## config.mk

```make
export PLATFORM = sky130hd
export DESIGN_NAME = alu_seq_ext
export DESIGN_NICKNAME = d
export VERILOG_FILES = /design/src/rtl/alu_seq_ext.sv
export SDC_FILE = /design/constraint.sdc
export NUM_CORES = 1
export LEC_CHECK = 0
export ABC_AREA = 1
export CAP_MARGIN = 40
export CORE_ASPECT_RATIO = 1.75
export CORE_MARGIN = 2
export CORE_UTILIZATION = 58
export CTS_BUF_LIST = sky130_fd_sc_hd__clkbuf_16
export DETAILED_ROUTE_END_ITERATION = 7
export PLACE_DENSITY_LB_ADDON = 0.25
export SETUP_SLACK_MARGIN = 0.5
export SLEW_MARGIN = 15
export SYNTH_ARGS = -nofsm -noshare
export SYNTH_HDL_FRONTEND = slang
export SYNTH_SLANG_ARGS = --single-unit
export TNS_END_PERCENT = 1
```

## constraint.sdc

```tcl
create_clock -name clk -period 4.7 [get_ports clk]
set_input_delay 0.94 -clock clk [delete_from_list [all_inputs] [get_ports clk]]
set_output_delay 0.94 -clock clk [all_outputs]
set_load 0.02 [all_outputs]
```

## src/rtl/alu_seq_ext.sv

```systemverilog
// Execute-stage ALU: single-cycle base RV32I ops plus iterative RV32M multiply/divide
// behind a valid/ready handshake; results are registered and pulsed on out_valid.
module alu_seq_ext #(
    parameter int XLEN     = 32,
    parameter int ENABLE_M = 1
) (
    input  logic            clk,
    input  logic            reset,
    input  logic            in_valid,
    output logic            in_ready,
    input  logic [1:0]      aluop,
    input  logic [2:0]      funct3,
    input  logic            funct7_5,
    input  logic            funct7_0,
    input  logic            op5,
    input  logic [XLEN-1:0] src_a,
    input  logic [XLEN-1:0] src_b,
    output logic            out_valid,
    output logic [XLEN-1:0] result,
    output logic            zero
);
    localparam int SHW = $clog2(XLEN);
    localparam logic [XLEN-1:0] MIN_VAL = {1'b1, {(XLEN-1){1'b0}}};
    localparam logic [SHW-1:0]  LAST_CNT = SHW'(XLEN - 1);

    typedef enum logic [1:0] {IDLE, MUL, DIV, DONE} state_t;

    state_t         state;
    logic [SHW-1:0] cnt;

    function automatic logic [XLEN-1:0] neg_if(input logic [XLEN-1:0] v, input logic n);
        return n ? -v : v;
    endfunction

    function automatic logic [XLEN-1:0] base_op(input logic [2:0] f3, input logic sub,
                                                input logic arith,
                                                input logic [XLEN-1:0] a,
                                                input logic [XLEN-1:0] b);
        logic signed [XLEN-1:0] sa;
        logic signed [XLEN-1:0] sb;
        logic signed [XLEN-1:0] sr;
        logic [SHW-1:0]         sh;
        sa = a;
        sb = b;
        sh = b[SHW-1:0];
        sr = sa >>> sh;
        case (f3)
            3'b000:  return sub ? a - b : a + b;
            3'b001:  return a << sh;
            3'b010:  return {{(XLEN-1){1'b0}}, sa < sb};
            3'b011:  return {{(XLEN-1){1'b0}}, a < b};
            3'b100:  return a ^ b;
            3'b101:  return arith ? sr : a >> sh;
            3'b110:  return a | b;
            default: return a & b;
        endcase
    endfunction

    logic            is_m, is_mul, m_sa, m_sb, div_signed;
    logic            sign_a, sign_b, div_zero, div_ovf, special;
    logic [XLEN-1:0] mag_a, mag_b, base_res, special_res, idle_res;

    always_comb begin
        is_m       = (ENABLE_M != 0) && (aluop == 2'b10) && op5 && funct7_0;
        is_mul     = is_m && !funct3[2];
        m_sa       = (funct3 == 3'b001) || (funct3 == 3'b010);
        m_sb       = (funct3 == 3'b001);
        div_signed = !funct3[0];
        sign_a     = is_mul ? (m_sa & src_a[XLEN-1]) : (div_signed & src_a[XLEN-1]);
        sign_b     = is_mul ? (m_sb & src_b[XLEN-1]) : (div_signed & src_b[XLEN-1]);
        mag_a      = neg_if(src_a, sign_a);
        mag_b      = neg_if(src_b, sign_b);
        // Divide-by-zero and MIN/-1 never iterate; their results are fixed by the ISA
        div_zero   = (src_b == '0);
        div_ovf    = div_signed && (src_a == MIN_VAL) && (src_b == '1);
        special    = is_m && funct3[2] && (div_zero || div_ovf);
        if (div_zero) special_res = funct3[1] ? src_a : '1;
        else          special_res = funct3[1] ? '0 : MIN_VAL;
        case (aluop)
            2'b01:   base_res = src_a - src_b;
            2'b10:   base_res = base_op(funct3, op5 & funct7_5, funct7_5, src_a, src_b);
            default: base_res = src_a + src_b;
        endcase
        idle_res = is_m ? special_res : base_res;
    end

    logic [XLEN-1:0]   mcand, quo, rem_r, divisor;
    logic [2*XLEN-1:0] acc;
    logic              neg_q, neg_r;
    logic [2:0]        fn;

    logic [XLEN:0]     mul_sum, div_shift, div_diff;
    logic [2*XLEN-1:0] acc_next, prod;
    logic              div_ge, last;
    logic [XLEN-1:0]   rem_next, quo_next, mul_res, div_res, iter_res;

    always_comb begin
        // Shift-add: low half of acc holds the remaining multiplier bits
        mul_sum   = {1'b0, acc[2*XLEN-1:XLEN]} + (acc[0] ? {1'b0, mcand} : '0);
        acc_next  = {mul_sum, acc[XLEN-1:1]};
        prod      = neg_q ? -acc_next : acc_next;
        mul_res   = (fn == 3'b000) ? prod[XLEN-1:0] : prod[2*XLEN-1:XLEN];
        // Restoring step: borrow out of the trial subtract means "does not fit"
        div_shift = {rem_r, quo[XLEN-1]};
        div_diff  = div_shift - {1'b0, divisor};
        div_ge    = !div_diff[XLEN];
        rem_next  = div_ge ? div_diff[XLEN-1:0] : div_shift[XLEN-1:0];
        quo_next  = {quo[XLEN-2:0], div_ge};
        div_res   = fn[1] ? neg_if(rem_next, neg_r) : neg_if(quo_next, neg_q);
        iter_res  = (state == MUL) ? mul_res : div_res;
        last      = (cnt == LAST_CNT);
    end

    assign in_ready = (state == IDLE) && !reset;

    always_ff @(posedge clk or posedge reset) begin
        if (reset) begin
            state     <= IDLE;
            cnt       <= '0;
            out_valid <= 1'b0;
            result    <= '0;
            zero      <= 1'b1;
        end else begin
            out_valid <= 1'b0;
            case (state)
                IDLE: begin
                    if (in_valid) begin
                        cnt <= '0;
                        if (is_mul) begin
                            state <= MUL;
                        end else if (is_m && !special) begin
                            state <= DIV;
                        end else begin
                            result    <= idle_res;
                            zero      <= (idle_res == '0);
                            out_valid <= 1'b1;
                            state     <= DONE;
                        end
                    end
                end
                MUL, DIV: begin
                    cnt <= cnt + 1'b1;
                    if (last) begin
                        result    <= iter_res;
                        zero      <= (iter_res == '0);
                        out_valid <= 1'b1;
                        state     <= DONE;
                    end
                end
                default: state <= IDLE;
            endcase
        end
    end

    // Operand/working registers carry no reset; they are always loaded on accept
    always_ff @(posedge clk) begin
        if (state == IDLE && in_valid) begin
            mcand   <= mag_a;
            acc     <= {{XLEN{1'b0}}, mag_b};
            quo     <= mag_a;
            rem_r   <= '0;
            divisor <= mag_b;
            neg_q   <= sign_a ^ sign_b;
            neg_r   <= sign_a;
            fn      <= funct3;
        end else if (state == MUL) begin
            acc <= acc_next;
        end else if (state == DIV) begin
            quo   <= quo_next;
            rem_r <= rem_next;
        end
    end
endmodule

```

==> results of run 1 <==
## metal layers
| metal | GRT overflow | GRT usage |
|---|---|---|
| met1 | 1 | 0.704 |
| met2 | 169 | 0.927 |
| met3 | 0 | 0.507 |
| met4 | 113 | 0.763 |
| met5 | 0 | 0.154 |
## through the flow
stage / hold WS [ns] / cell area [um2] / TNS (ns)
floorplan: 0.456 / 31000 / 0
global placement: 0.469 / 36600 / -0.357
detailed placement: 0.481 / 36700 / -0.541
CTS: 0.499 / 37700 / 0
## what timing repair did
item | in CTS
pin swaps | 23
endpoints found under the setup margin | 15
resized for setup | 52
setup buffers | 15
## cells by family after synthesis
kind of cell | after synthesis
compound gates | 1018
fa+ha+maj | 179
mux | 20
buf+inv | 874
flops | 238
xor+xnor | 128
simple gates | 2864
==> results.sh, run 1 <==
export IMPL_status="aborted with a tool error"
export IMPL_stop_stage="5_1_grt"
export IMPL_firstError="[ERROR GRT-0116] Global routing finished with congestion. Check the congestion regions in the DRC Viewer."
export IMPL_io_pins=110
export IMPL_synth_most_common_cell="nand2_1"
export IMPL_place_ws_ns=-0.292
export IMPL_cts_root_buffer="clkbuf_16"
export IMPL_h_tree_depth=1
export IMPL_cts_hold_buf=0
export IMPL_synth_area_mux_share=0.00646
export IMPL_die_w_um=179
export IMPL_synth_compound_area_share=0.181
export IMPL_floorplan_initialDensity=0.583
export IMPL_grt_pass1_vias=44300
export IMPL_synth_flop_cell="edfxtp_1"
export IMPL_rows=112
export IMPL_dp_hpwl_um=132000
export IMPL_grt_ovfl_total=283
export IMPL_yosys_warnings=0
export IMPL_grt_util_all_layers=0.719
export IMPL_synth_top_family_by_area="simple AND/OR/NAND/NOR gates"
export IMPL_synthAdderAreaFrac=0.0733
export IMPL_clk_path_buf_depth=3
export IMPL_ys_seq_elements=238
export IMPL_grt_max_degree=176
export IMPL_syn_nets=5575
export IMPL_cts_buffers=21
export IMPL_numPlacedInstances=6511
export IMPL_synth_area_per_cell_um2=5.82
export IMPL_yosysUniqueCellTypes=66
export IMPL_ys_async_sr_fraction=0.172
export IMPL_synth_simple_area_share=0.388
export IMPL_synth_edf_count=133
export IMPL_netlist_area_um2=31000
export IMPL_grt_first_pass_wirelength_um=304000
export IMPL_io_buffers=109
export IMPL_die_h_um=310
export IMPL_yosys_area_top_type="nand2_1"
export IMPL_synthCells=5321
export IMPL_synth_top_cell_area_share=0.190
export IMPL_gp_congestion=1.29
export IMPL_synthXorXnorAreaFrac=0.0367
export IMPL_seq_area_frac_synth=0.203
export IMPL_yosys_top_cells_area="nand2_1 (19%), edfxtp_1 (13%), inv_1 (7.7%)"
export IMPL_clock_sinks=238
export IMPL_yosys_top_cells_count="nand2_1 (1568), inv_1 (638), nor2_1 (579)"
==> inputs of run 2 (changes only) <==
--- a/config.mk
+++ b/config.mk
@@ -7,13 +7,10 @@
 export LEC_CHECK = 0
 export ABC_AREA = 1
 export CAP_MARGIN = 40
-export CORE_ASPECT_RATIO = 1.75
 export CORE_MARGIN = 2
-export CORE_UTILIZATION = 58
-export CTS_BUF_LIST = sky130_fd_sc_hd__clkbuf_16
+export CORE_UTILIZATION = 40
 export DETAILED_ROUTE_END_ITERATION = 7
-export PLACE_DENSITY_LB_ADDON = 0.25
-export SETUP_SLACK_MARGIN = 0.5
+export PLACE_DENSITY_LB_ADDON = 0.15
 export SLEW_MARGIN = 15
 export SYNTH_ARGS = -nofsm -noshare
 export SYNTH_HDL_FRONTEND = slang
==> constraint.sdc (replaced) <==
create_clock -name clk -period 6.11 [get_ports clk]
set_input_delay 1.222 -clock clk [delete_from_list [all_inputs] [get_ports clk]]
set_output_delay 1.222 -clock clk [all_outputs]
set_load 0.02 [all_outputs]
==> run 2 against run 1 <==
Effect of this change: the run now ends clean; area after synthesis unchanged; synthesized cell count unchanged.
==> results.sh, run 2 <==
export IMPL_multi_input_area_um2=21200
export IMPL_largest_register_ffs=64
export IMPL_die_h_um=282
export IMPL_hp_class="flip-flop to flip-flop"
export IMPL_synth_area_mux_share=0.00646
export IMPL_path_max_fanout=9
export IMPL_gp_congestion=1.13
export IMPL_grt_pass1_vias=34900
export IMPL_max_stage_delay_ns=0.41
export IMPL_drtPass1Iterations=7
export IMPL_crit_top_cell="nand2_1"
export IMPL_ys_async_sr_fraction=0.172
export IMPL_synthAdderAreaFrac=0.0733
export IMPL_hold_ws_ns=0.494
export IMPL_grt_setup_unrepaired="no"
export IMPL_h_tree_depth=1
export IMPL_seq_area_um2=6300
export IMPL_placeableCoreArea_um2=77100
export IMPL_seq_area_frac_synth=0.203
export IMPL_maxClockFrequency_mhz=181
export IMPL_yosys_top_cells_area="nand2_1 (19%), edfxtp_1 (13%), inv_1 (7.7%)"
export IMPL_fin_skew_ns=0.0418
export IMPL_synth_top_family_by_area="simple AND/OR/NAND/NOR gates"
export IMPL_yosys_area_top_type="nand2_1"
export IMPL_layout_cells_most_common_list="nand2_1 (1567), inv_1 (635), nor2_1 (578)"
export IMPL_powerDensity_nw_per_um2=422
export IMPL_dp_hpwl_um=134000
export IMPL_largest_register="acc"
export IMPL_area_growth_pct=12.3
export IMPL_synth_edf_count=133
export IMPL_floorplan_initialDensity=0.402
export IMPL_first_iter_violations=4923
export IMPL_antenna_found_initial=2
export IMPL_drc=0
export IMPL_synth_flop_cell="edfxtp_1"
export IMPL_maxCapViolations=0
export IMPL_worst_slew_pin_slew_ns=1.02
export IMPL_nets=5682
export IMPL_cts_tree="done"
export IMPL_slew_viol_final=0
export IMPL_layout_commonest_cell="nand2_1"
export IMPL_yosys_top_cells_count="nand2_1 (1568), inv_1 (638), nor2_1 (579)"
export IMPL_finalHoldViolCount=0
export IMPL_fillers=8613
export IMPL_io_buffers=109
export IMPL_io_pins=110
export IMPL_critPathCaptureType="flip-flop"
export IMPL_status="complete, no violations"
export IMPL_cts_hold_buf=0
export IMPL_cts_setup_buffers=0
export IMPL_cts_buffers=26
export IMPL_synth_most_common_cell="nand2_1"
export IMPL_setup_violations=0
export IMPL_synthCells=5321
export IMPL_critPathKind="flip-flop to flip-flop"
export IMPL_leakage_nw=17.1
export IMPL_clk_path_buf_depth=3
export IMPL_crit_path_top_delay_cell="a21oi_1"
export IMPL_routed_via_density=5.82
export IMPL_synth_simple_area_share=0.388
export IMPL_grt_first_pass_wirelength_um=238000
export IMPL_cts_root_buffer="clkbuf_16"
export IMPL_synthXorXnorAreaFrac=0.0367
export IMPL_crit_family="compound AO/OA/AOI/OAI gates"
export IMPL_wirelength_um=167000
export IMPL_dieArea_um2=79700
export IMPL_vias=37800
export IMPL_arrival_ns=5.96
export IMPL_ctsResizeCount=0
export IMPL_worstSetupStartpointType="flip-flop"
export IMPL_yosys_warnings=0
export IMPL_grt_max_degree=87
export IMPL_yosysUniqueCellTypes=66
export IMPL_grt_util_all_layers=0.410
export IMPL_setup_tns_final_ns=0
export IMPL_synth_area_per_cell_um2=5.82
export IMPL_final_layout_size_suffix_gt1_frac=0.0589
export IMPL_grt_ovfl_total=0
export IMPL_wl_per_cell_um=25.7
export IMPL_post_route_min_period_ns=5.52
export IMPL_antenna_left=0
export IMPL_insertion_delay_ns=0.59
export IMPL_synth_compound_area_share=0.181
export IMPL_p_total_mw=14.7
export IMPL_synth_top_cell_area_share=0.190
export IMPL_die_w_um=282
export IMPL_clk_pin_slew_ns=0.06
export IMPL_clock_sinks=238
export IMPL_netlist_area_um2=31000
export IMPL_cp_buffers_inverters=3
export IMPL_cp_required_ns=6.56
export IMPL_ys_seq_elements=238
export IMPL_syn_nets=5575
export IMPL_rows=102
export IMPL_slew_headroom=0.312
export IMPL_vdd_ir_drop_max_uv=271
export IMPL_finalCritPeriodShare=0.903
run 2: cell counts after synthesis:
Identical to the previous run, type by type.
run 2: cells by family (layout without fill, tap and decap cells):
family,count (synthesis),count (layout)
fa+ha+maj,179,179
mux,20,20
simple gates,2864,2864
compound gates,1018,1018
xor+xnor,128,128
other cells,0,1
flops,238,238
buf+inv,874,1001
run 2: per-stage QoR:
step / utilization / cell area [um2] / instances / setup WS, ns
2_1_floorplan: - / 31000 / 5321 / 1.39
3_3_place_gp: 0.438 / 33800 / 6432 / 0.385
3_5_place_dp: 0.440 / 33900 / 6440 / 0.528
4_1_cts: 0.451 / 34800 / 6488 / 0.534
5_1_grt: 0.451 / 34800 / 6488 / 0.138
6_report: 0.451 / 34800 / 6489 / 0.595
run 2: layer usage:
layer	part of all wire	GRT usage	vias to the layer above
li1	-	-	17600
met1	0.39	0.513	17500
met2	0.43	0.639	2188
met3	0.098	0.0694	430
met4	0.088	0.293	2
met5	0.000090	0	-
run 2: worst paths after layout:
path | from | cells after the start | slack [ns] | end
worst max-delay path | divisor[19] | 26 | 0.59 | result[30]
worst min-delay path | rem_r[29] | 2 | 0.49 | rem_r[29]
worst max register to register | divisor[19] | 26 | 0.59 | result[30]
worst min register to register | rem_r[29] | 2 | 0.49 | rem_r[29]
max in group asynchronous | reset | 3 | 4.59 | zero
min in group asynchronous | reset | 2 | 0.97 | out_valid
run 2: tightest hold or removal path: cells and delay by family, from the launching register on:
family	cells	cell delay, ns
flops	1	0.35
simple gates	1	0.06
compound gates	1	0.05
run 2: area by class of cell:
type / count / area share
Clock inverter: 19 / 0.00633
Antenna cell: 1 / 0.0000719
Inverter: 659 / 0.0714
Sequential cell: 238 / 0.181
Timing Repair Buffer: 294 / 0.0742
Tap cell: 1040 / 0.0374
Multi-Input combinational cell: 4209 / 0.610
Clock buffer: 29 / 0.0190
run 2: where the power goes:
group	switching (mW)	total (mW)	internal (mW)
sequential	0.571	3.07	2.50
combinational	7.01	9.90	2.88
clock	0.750	1.71	0.956
Note: power is estimated with default switching activity, not from simulation.
